<file path="src/rtl/microsequencer_if.sv">
// Microstore <-> microsequencer link: control-word sequencing fields and status in,
// registered state number and wait/trap status out.
interface microsequencer_if #(
    parameter int unsigned STATE_W = 7
);
    logic [2:0]         n_sel;
    logic               inv;
    logic               cond_sel;
    logic [STATE_W-1:0] cr_addr;
    logic [STATE_W-1:0] enc_state;
    logic               moc;
    logic               cond_flag;
    logic [STATE_W-1:0] current_state;
    logic               wait_timeout;
    logic               waiting;

    modport master (
        output n_sel, inv, cond_sel, cr_addr, enc_state, moc, cond_flag,
        input  current_state, wait_timeout, waiting
    );

    modport slave (
        input  n_sel, inv, cond_sel, cr_addr, enc_state, moc, cond_flag,
        output current_state, wait_timeout, waiting
    );
endinterface

</file>
<file path="src/rtl/microsequencer.sv">
// Next-state engine for the microprogrammed control unit, with a bounded
// wait-for-memory loop that traps to TRAP_STATE after MAX_WAIT consecutive waits.
module microsequencer #(
    parameter int unsigned        STATE_W     = 7,
    parameter logic [STATE_W-1:0] RESET_STATE = 7'd0,
    parameter logic [STATE_W-1:0] TRAP_STATE  = 7'd127,
    parameter int unsigned        MAX_WAIT    = 15
) (
    input logic              clk,
    input logic              reset,
    microsequencer_if.slave  bus
);
    typedef enum logic [2:0] {
        MODE_DISPATCH  = 3'b000,
        MODE_REFETCH   = 3'b001,
        MODE_JUMP      = 3'b010,
        MODE_INCREMENT = 3'b011,
        MODE_CBRANCH   = 3'b100,
        MODE_CDISPATCH = 3'b101,
        MODE_WAIT      = 3'b110,
        MODE_RESERVED  = 3'b111
    } mode_t;

    localparam logic [7:0] WAIT_LIMIT = 8'(MAX_WAIT - 1);

    logic [STATE_W-1:0] r_state;
    logic [7:0]         r_wait_cnt;
    logic               r_wait_timeout;

    mode_t              w_mode;
    logic               w_c;
    logic [STATE_W-1:0] w_inc;
    logic [STATE_W-1:0] w_next;
    logic               w_waiting;
    logic               w_trap;

    assign w_mode    = mode_t'(bus.n_sel);
    assign w_c       = (bus.cond_sel ? bus.cond_flag : bus.moc) ^ bus.inv;
    assign w_inc     = r_state + 1'b1;
    assign w_waiting = (w_mode == MODE_WAIT) && !w_c && !reset;
    // A satisfied condition never reaches here, so c=1 at the limit advances instead of trapping.
    assign w_trap    = w_waiting && (r_wait_cnt == WAIT_LIMIT);

    always_comb begin
        w_next = RESET_STATE;
        case (w_mode)
            MODE_DISPATCH:  w_next = bus.enc_state;
            MODE_REFETCH:   w_next = RESET_STATE;
            MODE_JUMP:      w_next = bus.cr_addr;
            MODE_INCREMENT: w_next = w_inc;
            MODE_CBRANCH:   w_next = w_c ? bus.cr_addr : w_inc;
            MODE_CDISPATCH: w_next = w_c ? bus.cr_addr : bus.enc_state;
            MODE_WAIT:      w_next = w_c ? w_inc : r_state;
            MODE_RESERVED:  w_next = RESET_STATE;
            default:        w_next = RESET_STATE;
        endcase
    end

    always_ff @(posedge clk) begin
        if (reset) begin
            r_state        <= RESET_STATE;
            r_wait_cnt     <= '0;
            r_wait_timeout <= 1'b0;
        end else begin
            r_wait_timeout <= w_trap;
            if (w_trap) begin
                r_state    <= TRAP_STATE;
                r_wait_cnt <= '0;
            end else begin
                r_state    <= w_next;
                r_wait_cnt <= w_waiting ? r_wait_cnt + 8'd1 : '0;
            end
        end
    end

    assign bus.current_state = r_state;
    assign bus.wait_timeout  = r_wait_timeout;
    assign bus.waiting       = w_waiting;
endmodule

</file>
<file path="src/flat_wrapper.sv">
// flat-port wrapper written by rule: the top's interface ports become plain ports
module microsequencer_flat 
#(
    parameter int unsigned        STATE_W     = 7,
    parameter logic [STATE_W-1:0] RESET_STATE = 7'd0,
    parameter logic [STATE_W-1:0] TRAP_STATE  = 7'd127,
    parameter int unsigned        MAX_WAIT    = 15
)
  (clk, reset, bus_n_sel, bus_inv, bus_cond_sel, bus_cr_addr, bus_enc_state, bus_moc, bus_cond_flag, bus_current_state, bus_wait_timeout, bus_waiting);
  microsequencer_if #(.STATE_W(STATE_W)) bus_i ();
  input logic clk;
  input logic reset;
  input wire logic [$bits(bus_i.n_sel)-1:0] bus_n_sel;
  input wire logic [$bits(bus_i.inv)-1:0] bus_inv;
  input wire logic [$bits(bus_i.cond_sel)-1:0] bus_cond_sel;
  input wire logic [$bits(bus_i.cr_addr)-1:0] bus_cr_addr;
  input wire logic [$bits(bus_i.enc_state)-1:0] bus_enc_state;
  input wire logic [$bits(bus_i.moc)-1:0] bus_moc;
  input wire logic [$bits(bus_i.cond_flag)-1:0] bus_cond_flag;
  output wire logic [$bits(bus_i.current_state)-1:0] bus_current_state;
  output wire logic [$bits(bus_i.wait_timeout)-1:0] bus_wait_timeout;
  output wire logic [$bits(bus_i.waiting)-1:0] bus_waiting;
  assign bus_i.n_sel = bus_n_sel;
  assign bus_i.inv = bus_inv;
  assign bus_i.cond_sel = bus_cond_sel;
  assign bus_i.cr_addr = bus_cr_addr;
  assign bus_i.enc_state = bus_enc_state;
  assign bus_i.moc = bus_moc;
  assign bus_i.cond_flag = bus_cond_flag;
  assign bus_current_state = bus_i.current_state;
  assign bus_wait_timeout = bus_i.wait_timeout;
  assign bus_waiting = bus_i.waiting;
  microsequencer #(.STATE_W(STATE_W), .RESET_STATE(RESET_STATE), .TRAP_STATE(TRAP_STATE), .MAX_WAIT(MAX_WAIT)) u_core (.clk(clk), .reset(reset), .bus(bus_i));
endmodule
</file>
<file path="config.mk">
export PLATFORM = sky130hd
export DESIGN_NAME = microsequencer_flat
export DESIGN_NICKNAME = d
export VERILOG_FILES = /design/src/rtl/microsequencer_if.sv /design/src/rtl/microsequencer.sv /design/src/flat_wrapper.sv
export SDC_FILE = /design/constraint.sdc
export NUM_CORES = 1
export LEC_CHECK = 0
export ABC_AREA = 1
export ABC_CLOCK_PERIOD_IN_PS = 2500
export BUFFER_PORTS_ARGS = -buffer_cell sky130_fd_sc_hd__buf_2
export CORE_MARGIN = 5
export CORE_UTILIZATION = 55
export CTS_BUF_LIST = sky130_fd_sc_hd__clkbuf_4
export DETAILED_ROUTE_END_ITERATION = 6
export PLACE_DENSITY = 0.87
export REMOVE_ABC_BUFFERS = 1
export SLEW_MARGIN = 0
export SYNTH_ARGS = -nofsm -noshare
export SYNTH_HDL_FRONTEND = slang
export SYNTH_SLANG_ARGS = --single-unit
</file>
<file path="constraint.sdc">
create_clock -name clk -period 2.5 [get_ports clk]
set_input_delay 0.25 -clock clk [delete_from_list [all_inputs] [get_ports clk]]
set_output_delay 0.25 -clock clk [all_outputs]
set_load 0.005 [all_outputs]
</file>
* After elaboration in Yosys (flattened, before gate mapping)
Index checks and enable logic that the tools add are counted.
** Storage, ports and cells
- Flip-flop bits (word level) :: 16
** Operators by class
- Equal/unequal tests :: 9
- $add $sub $neg :: 2
- Bitwise logic cells :: 2
- Reduce and logical (&&, ||, !) cells :: 8
- Multiplexer cells :: 6
** Operator list (count)
- case mux 7 bit (7 select lines) :: 1
- two-way mux 7 bit :: 4
- == test 3 bit, second input constant :: 4
- adder 8 x 1 -> 8 bit, second input constant :: 1
- == test 8 x 4 -> 1 bit, second input constant :: 1
- adder 7 x 1 -> 7 bit, second input constant :: 1
- == test 3 x 2 -> 1 bit, second input constant :: 2
- == test 3 x 1 -> 1 bit, second input constant :: 1
- logical AND 1 bit :: 3
- logical NOT 3 bit :: 1
- inequality test 3 x 1 -> 1 bit, second input constant :: 1
- OR reduction 3 bit :: 1
- logical NOT 1 bit :: 2
- OR reduction 2 bit :: 1
- two-way mux 1 bit :: 1
- NOT 1 bit :: 1
- bitwise XOR 1 bit :: 1

* Logic depth before layout (Yosys ltp)
Gate-level depths: netlist (run 1).
- Depth after elaboration :: 7
- Mapped depth :: 10
- Depth with buffers taken out :: 10

* Worst setup path before layout (run 1)
OpenSTA, ideal clock, no wires.
- Path kind :: register to register
- Start point :: reg u_core.r_state[0], in the netlist u_core.bus.current_state[0]
- End point :: reg u_core.r_state[4], in the netlist u_core.bus.current_state[4]
- Required time :: 2.385 ns
- Cell stages (with the launch flop) :: 7
- Setup slack :: 1.271 ns
- Arrival :: 1.114 ns
- Setup time :: 0.115 ns
- Clock period less this slack :: 1.229 ns
- Path through :: dfxtp_1 ha_1 nand2_1 nor2_1 xor2_1 o21ai_0 o21a_1
** On the way
- Longest elaborated chain between the ends :: 4
** RTL lines
- from (decl) :: line microsequencer.sv:26 : logic [STATE_W-1:0] r_state;
- from (signal assigned) :: line microsequencer.sv:70 : r_state <= w_next;
- adder 7 x 1 -> 7 bit * :: line microsequencer.sv:39 : assign w_inc = r_state + 1'b1;
- two-way mux 7 bit, on equally long branches :: line microsequencer.sv:53, microsequencer.sv:51
- case mux 7 bit (7 select lines) * :: line microsequencer.sv:46 : case (w_mode)
- two-way mux 7 bit * :: line microsequencer.sv:66 : if (w_trap) begin
Every way passes the cells marked *; elsewhere a longest branch is shown, timed or not. The select of a mux whose other input is x is not followed.
A chain may end at the register's enable or synchronous reset.

* Worst setup path in the final report (run 1)
- Start point :: reg u_core.r_wait_cnt[0]
- End point :: reg u_core.r_state[3], in the netlist u_core.bus.current_state[3]
** On the way
- Longest elaborated chain between the ends :: 3
** RTL lines
- from (decl) :: line microsequencer.sv:27 : logic [7:0] r_wait_cnt;
- from (signal assigned) :: line microsequencer.sv:71 : r_wait_cnt <= w_waiting ? r_wait_cnt + 8'd1 : '0;
- == test 8 x 4 -> 1 bit * :: line microsequencer.sv:42 : assign w_trap = w_waiting && (r_wait_cnt == WAIT_LIMIT);
- logical AND 1 bit * :: line microsequencer.sv:42
- inequality test 3 x 1 -> 1 bit (no line) or two-way mux 7 bit (tied branches)
Every way passes the cells marked *; elsewhere a longest branch is shown, timed or not.

==> results of run 1 <==
-- cell usage in the layout (no fill, tap or decap), drive strengths merged, types with 3 or more instances in the layout --
cell type and instances:
dfxtp 16, nand3 13, o31ai 3, nor3 4
inv 23, o21ai 5, xor2 7, clkbuf 3
nand2 50, a21oi 9, buf 31, ha 3
nor2 20
-- state kept, by name (all words and copies together) (netlist names) --
name / cells
u_core.r_wait_cnt: 8
u_core.bus.wait_timeout: 1
u_core.bus.current_state: 7
-- routing by layer --
layer,share of wire (%),vias up,global-route usage (%)
li1,-,569,-
met1,38,473,19.6
met2,53,32,36.5
met3,7.8,4,6.54
met4,1.0,0,4.56
met5,0,-,0
-- final timing paths --
path | startpoint | end | slack [ns]
setup reg to reg | u_core.r_wait_cnt[0]$_SDFF_PP0_ | u_core.bus.current_state[3]$_SDFFE_PP0P_ | 1.13
hold / removal | bus_enc_state[6] | u_core.bus.current_state[6]$_SDFFE_PP0P_ | 0.23
hold reg to reg | u_core.r_wait_cnt[0]$_SDFF_PP0_ | u_core.r_wait_cnt[0]$_SDFF_PP0_ | 0.47
setup / recovery | u_core.r_wait_cnt[0]$_SDFF_PP0_ | u_core.bus.current_state[3]$_SDFFE_PP0P_ | 1.13
-- power groups by stage --
stage / sequential (uW) / combinational, uW / clock, uW
2_1_floorplan: 281 / 67.5 / 0
3_3_place_gp: 280 / 110 / 0
3_5_place_dp: 281 / 114 / 0
4_1_cts: 275 / 114 / 153
5_1_grt: 277 / 130 / 162
6_report: 275 / 114 / 147
-- kinds of logic after synthesis --
logic type | Yosys count
simple gates | 89
buf+inv | 23
compound gates | 19
flops | 16
xor+xnor | 9
fa+ha+maj | 3
-- area by class of cell --
| class | count | share of cell area, % |
|---|---|---|
| Inverter | 23 | 6.66 |
| Clock inverter | 1 | 0.290 |
| Timing Repair Buffer | 31 | 12.0 |
| Sequential cell | 16 | 24.7 |
| Tap cell | 27 | 2.61 |
| Multi-Input combinational cell | 120 | 52.0 |
| Clock buffer | 3 | 1.74 |
-- stage by stage --
stage | utilization [%] | instance area [sq um]
finish | 67.4 | 1300
global route | 67.4 | 1300
CTS | 67.4 | 1300
detailed placement | 66.1 | 1270
global placement | 66.1 | 1270
floorplan | - | 1080
-- worst register-to-register path, stage by stage (launching register included) --
cell and delay (ns):
dfxtp_1 0.35, inv_1 0.06, ha_1 0.15, nand3_1 0.09
nor2_2 0.25, a21oi_2 0.13, a21oi_1 0.17, o21a_1 0.14
==> impl_results.md, run 1 <==
* Power Density at 414 nW/um^2
* NumNets Final at 221
* Main combinational cell family by area after synthesis: simple AND/OR/NAND/NOR gates
* Post-synthesis sequential area ratio at 29.6%
* Total track usage at about a fifth
* Final WL at 2500 um
* Sw power at between 150 and 200 uW
* Clock transition at path regs at 0.10 ns
* CP Buf/Inv Count at 1
* Top post-synthesis cells by count: 46 x nand2_1, 22 x inv_1, 18 x nor2_1
* Die height at 54.3 um
* Async SR Flop Fraction at 0%
* Finished Layout Cells at approximately 220
* Final Hold Viols at 0
* Post-CTS Resized at 0
* Mean post-synth cell area at 6.80 sq um
* RSZ-0062 raised after global routing: false
* Final hold slack at between 0.2 and 0.25 ns
* Critical path class: flip-flop to flip-flop
* Largest area contributor in the netlist: dfxtp_1
* Routed length per instance at 11.3 um
* DR vias/cell at slightly below 5
* XOR/XNOR share of the synthesized area at ~7.3%
* Number of max-cap violations at 0
* Hold Buf Count CTS at 0
* CTS tree: done
* Switching Fraction at 30.9%
* CP max stage cell: dfxtp_1
* GPL Wtd Cong at about 0.84
* Status: completed
* Drt drc at 0
* Detailed-route via count at 1,078
* Post-Synth Adder-Cell Area at 3.47%
* Post-CTS Setup Repair Bufs at 0
* Total core area at 1920 sq um
* Pleak at between 0.0006 and 0.0007 uW
* Critical path, cell by cell: inv_1 -> ha_1 -> nand3_1 -> nor2_2 -> a21oi_2 -> a21oi_1 -> o21a_1
* Area occupied by multi-input gates at 674 sq um
* Synth Area in Simple Gates at 41.0%
* Port-buffer cells at 31
* Initial core utilization at 56.3%
* Final TNS setup at 0 ns
* Crit Path Max Fanout at 5
* Finish-stage setup viols at 0
* DRT antenna net count at 0
* Clock Path Buffers at 2
* Worst min path class: primary input to flip-flop
* Yosys reg bits at 16
* CTS sink count at 16
* Cell Area, Synth at 1080 sq um
* Int Pwr at 371 uW
* Die area at 2950 sq um
* Reg2reg path depth at 7
* # fillers at 184
* Storage cell area at 320 sq um
* Gate Count Post-Synth at about 160
* Htree depth at 1
* Worst slew pin tran at 0.252 ns
* Pre-CTS setup slack at 1.13 ns
* Largest net degree at the start of global routing at 11
* Complex-gate fraction of the synthesized area at approximately a tenth
* Die W at around 54 um
* Sequential Power Share at 51.3%
* Worst relative slew slack at 83.2%
* Final worst slack at 1.13 ns
* Clk_lat worst skew at 0.30 ns
* Antenna violations before repair at 0
* CP Capture Type: flip-flop
* Peak supply drop at 406 uV
* Area Overhead vs Synth at 19.9%
* First-pass GRT wire length at ~4200 um
* Final Cycle Share at a little over half
* Final Critical Period at around 1.4 ns
* Mux contribution to synthesized area at 0%
* Clock root buffer: clkbuf_4
* Ant diodes at 0
* FP Rows at 16
* Synth top area cells: dfxtp_1 30%, nand2_1 16%, inv_1 7.6%, nor2_1 6.3%, xor2_1 5.7%
* Pre-antenna DRT Iters at 4
* Post-synth EDFFs at 0
* WP data arrival at 1.62 ns
* Cell count after placement at 217
* Total gr overflow at 0
* Yosys Warn Count at 0
* Fraction of layout cells with a size suffix above 1 at 25.3%
* Share of total power in combinational logic at 21.3%
* Yosys top cell area share at 29.6%
* Initial drt markers at 20
* Num CTS Buffers at 3
* Ports at 32
* Fin Clk Skew at 0.00870 ns
* Maximum clock frequency at 732 MHz
* Synth unique cells at 24
* Final Max Slew Viols at 0
* Post-detail-place hpwl at 2050 um
* Most frequent cell after synthesis: nand2_1
* Main flop type after synthesis: dfxtp_1
* CP required at 2.75 ns
* CP Depth at 7
* Vias in the first global route at 1,079
* Overall Power at 537 uW
* CP max stage delay at 0.35 ns
* Delay-heaviest family, CP: compound AO/OA/AOI/OAI gates
* Clock power share at ~27%
* Hold path cells at 3
* Setup crit start kind: flip-flop
Power figures use the tool's default switching activity.
==> run 2, diff against run 1 <==
--- a/config.mk
+++ b/config.mk
@@ -5,14 +5,14 @@
 export SDC_FILE = /design/constraint.sdc
 export NUM_CORES = 1
 export LEC_CHECK = 0
-export ABC_AREA = 1
-export ABC_CLOCK_PERIOD_IN_PS = 2500
+export ABC_AREA = 0
+export ABC_CLOCK_PERIOD_IN_PS = 1300
 export BUFFER_PORTS_ARGS = -buffer_cell sky130_fd_sc_hd__buf_2
 export CORE_MARGIN = 5
-export CORE_UTILIZATION = 55
+export CORE_UTILIZATION = 54
 export CTS_BUF_LIST = sky130_fd_sc_hd__clkbuf_4
 export DETAILED_ROUTE_END_ITERATION = 6
-export PLACE_DENSITY = 0.87
+export PLACE_DENSITY = 0.84
 export REMOVE_ABC_BUFFERS = 1
 export SLEW_MARGIN = 0
 export SYNTH_ARGS = -nofsm -noshare
==> constraint.sdc (replaced) <==
create_clock -name clk -period 1.3 [get_ports clk]
set_input_delay 0.13 -clock clk [delete_from_list [all_inputs] [get_ports clk]]
set_output_delay 0.13 -clock clk [all_outputs]
set_load 0.005 [all_outputs]
==> impl_results.md, run 2 <==
* Status: complete, but fails checks
* Failing checks: negative setup slack
* WP data arrival at 1.71 ns (+0.09 ns)
* Finished Layout Cells at 252 (+14%)
* Detailed-route via count at 1,658 (+54%)
* Yosys reg bits at 16 (unchanged)
* Yosys top cell area share at 25.7% (-3.9 points)
* Number of max-cap violations at 0 (unchanged)
* Most frequent cells in the layout: 44 x buf_4, 30 x buf_2, 14 x nor2_1
* Initial core utilization at 56.3% (+0.085 points)
* Largest net degree at the start of global routing at 15 (+4)
* Async SR Flop Fraction at 0% (unchanged)
* Area Overhead vs Synth at 55.6%
* NumNets Final at 251 (+14%)
* Max FFs per register at 8 (unchanged)
* Total gr overflow at 0 (unchanged)
* Final Cycle Share at 116% (+62 points)
* Most frequent cell after synthesis: nor2_1
* Routed length per instance at 20.0 um (+77%)
* Total track usage at 26.2% (+7.1 points)
* DR vias/cell at 6.58 (+35%)
* Synth top area cells: dfxtp_1 26%, mux2i_1 8.0%, nor2_1 6.3%, and2_1 3.5%, xor2_1 3.5%
* CP Capture Type: flip-flop
* Critical path class: flip-flop to flip-flop
* Num CTS Buffers at 3 (unchanged)
* Yosys Warn Count at 0 (unchanged)
* CTS sink count at 16 (unchanged)
* Pleak at 0.000873 uW (+31%)
* Top post-synthesis cells by count: 21 x nor2_1, 16 x dfxtp_1, 10 x mux2i_1
* Final worst slack at -0.214 ns (-1.35 ns)
* Clock root buffer: clkbuf_4
* Power Density at 709 nW/um^2 (+71%)
* Final TNS setup at -1.13 ns (-1.13 ns)
* Setup crit start kind: flip-flop
* CP required at 1.50 ns (-1.25 ns)
* Crit Path Max Fanout at 3 (-2)
* FP Rows at 17 (+1)
* Fraction of layout cells with a size suffix above 1 at 50.9% (+26 points)
* Drt drc at 0 (unchanged)
* Worst min path class: primary input to flip-flop
* Hold Buf Count CTS at 0 (unchanged)
* R2r setup slk at -0.21 ns (-1.35 ns)
* RSZ-0062 raised after global routing: true
* Mean post-synth cell area at 8.20 sq um (+21%)
* CTS tree: done
* Worst relative slew slack at 74.0% (-9.2 points)
* Final WL at 5040 um (+100%)
* Largest area contributor in the netlist: dfxtp_1
* Cell Area, Synth at 1250 sq um (+15%)
* Post-synthesis sequential area ratio at 25.7% (-3.9 points)
* Worst slew pin tran at 0.389 ns (+0.137 ns)
* First-pass GRT wire length at 6920 um (+66%)
* Post-detail-place hpwl at 2850 um (+39%)
* Total core area at 2210 sq um (+15%)
* Die height at 58.0 um (+6.8%)
* Commonest non-fill, non-tap cell in the layout: buf_4
* Die area at 3370 sq um (+14%)
* Post-synth EDFFs at 0 (unchanged)
* Vias in the first global route at 1,557 (+44%)
* Biggest register: u_core.r_wait_cnt
* Final Critical Period at 1.51 ns (+0.147 ns)
* # fillers at 104 (-43%)
* Final Hold Viols at 0 (unchanged)
* CP max stage delay at 0.37 ns (+0.02 ns)
* Ant diodes at 0 (unchanged)
* Main flop type after synthesis: dfxtp_1
* Clk_lat worst skew at 0.30 ns (about the same)
* Final core utilization at 87.7% (+20 points)
* Port-buffer cells at 31 (unchanged)
* Finish-stage setup viols at 14 (+14)
* Initial drt markers at 238 (+1100%)
* Clock transition at path regs at 0.09 ns (about the same)
* Gate Count Post-Synth at 152 (-4.4%)
* Ports at 32 (unchanged)
* Peak supply drop at 763 uV (+88%)
* Synth unique cells at 43 (+79%)
* Fin Clk Skew at 0.00635 ns (-0.00235 ns)
* Htree depth at 1 (unchanged)
* Maximum clock frequency at 660 MHz (-9.7%)
* Clock Path Buffers at 2 (unchanged)
* Cell count after placement at 240 (+11%)
* Pre-CTS setup slack at -0.429 ns (-1.56 ns)
* Critical path, cell by cell: ha_4 -> mux2i_1 -> o21ai_1 -> a22oi_1 -> o31ai_1 -> o221a_2
* Die W at 58.0 um (+6.8%)
* Antenna violations before repair at 0 (unchanged)
* CP max stage cell: dfxtp_4
* Final Max Slew Viols at 0 (unchanged)
* GPL Wtd Cong at 0.932 (+11%)
* Pre-antenna DRT Iters at 5 (+1)
* Final hold slack at 0.214 ns (-0.0189 ns)
* DRT antenna net count at 0 (unchanged)
## run 2: changes by cell type after synthesis, sizes merged, moves of 4 or more
cell and delta:
nand2 -44, o221ai +4, nand3 -8, clkbuf +4
inv -19, nor2b +4, nand2b +4, mux2i +11
and2 +7, buf +5, a21oi -5
## run 2: area by class of cell
cell class	instances	area, sq um	share of cell area (%)
Clock buffer	3	22.5	1.16
Sequential cell	16	335	17.3
Multi-Input combinational cell	123	1010	52.1
Clock inverter	1	3.75	0.194
Tap cell	28	35.0	1.81
Timing Repair Buffer	77	518	26.7
Inverter	4	15.0	0.774
## run 2: power breakdown
group          internal, uW  switching, uW  total (uW)
sequential              513           23.6         537
clock                   112            158         270
combinational           282            287         569
total                   907            468        1380
## run 2: stage by stage
| stage | area, sq um | power (uW) |
|---|---|---|
| 2_1_floorplan | 1200 | 747 |
| 3_3_place_gp | 1670 | 950 |
| 3_5_place_dp | 1670 | 973 |
| 4_1_cts | 1850 | 1300 |
| 5_1_grt | 1940 | 1440 |
| 6_report | 1940 | 1380 |
## run 2: final timing paths
| check | end | start | depth (start not counted) |
|---|---|---|---|
| max | u_core.bus.current_state[1]$_SDFFE_PP0P_ | u_core.bus.current_state[1]$_SDFFE_PP0P_ | 6 |
| min | u_core.bus.current_state[6]$_SDFFE_PP0P_ | reset | 3 |
| max reg2reg | u_core.bus.current_state[1]$_SDFFE_PP0P_ | u_core.bus.current_state[1]$_SDFFE_PP0P_ | 6 |
| min reg2reg | u_core.r_wait_cnt[0]$_SDFF_PP0_ | u_core.r_wait_cnt[0]$_SDFF_PP0_ | 2 |
## run 2: layer usage
metal | global-route usage (%) | part of all wire (%) | vias up
met3 | 4.01 | 8.3 | 40
met2 | 51.0 | 51 | 142
met4 | 14.9 | 6.3 | 0
li1 | - | - | 707
met5 | 0 | 0 | -
met1 | 25.8 | 35 | 769
## run 2: logic make-up after synthesis
group,synth area share (%)
simple gates,24.9
mux,9.14
fa+ha+maj,3.01
compound gates,24.5
xor+xnor,7.63
flops,25.7
buf+inv,5.12
## run 2: timing repair
item | 4_1_cts | 5_1_grt
pin swaps | 20 | 8
setup endpoints to repair | 8 | 17
gates resized for setup | 26 | 19
setup buffers | 8 | 2
## run 2: critical path, delay by kind of cell (launching register included)
family,cells,cell delay (ns)
muxes,1,0.16
adders and majority gates,1,0.24
DFF,1,0.37
AOI/OAI and AO/OA,4,0.65
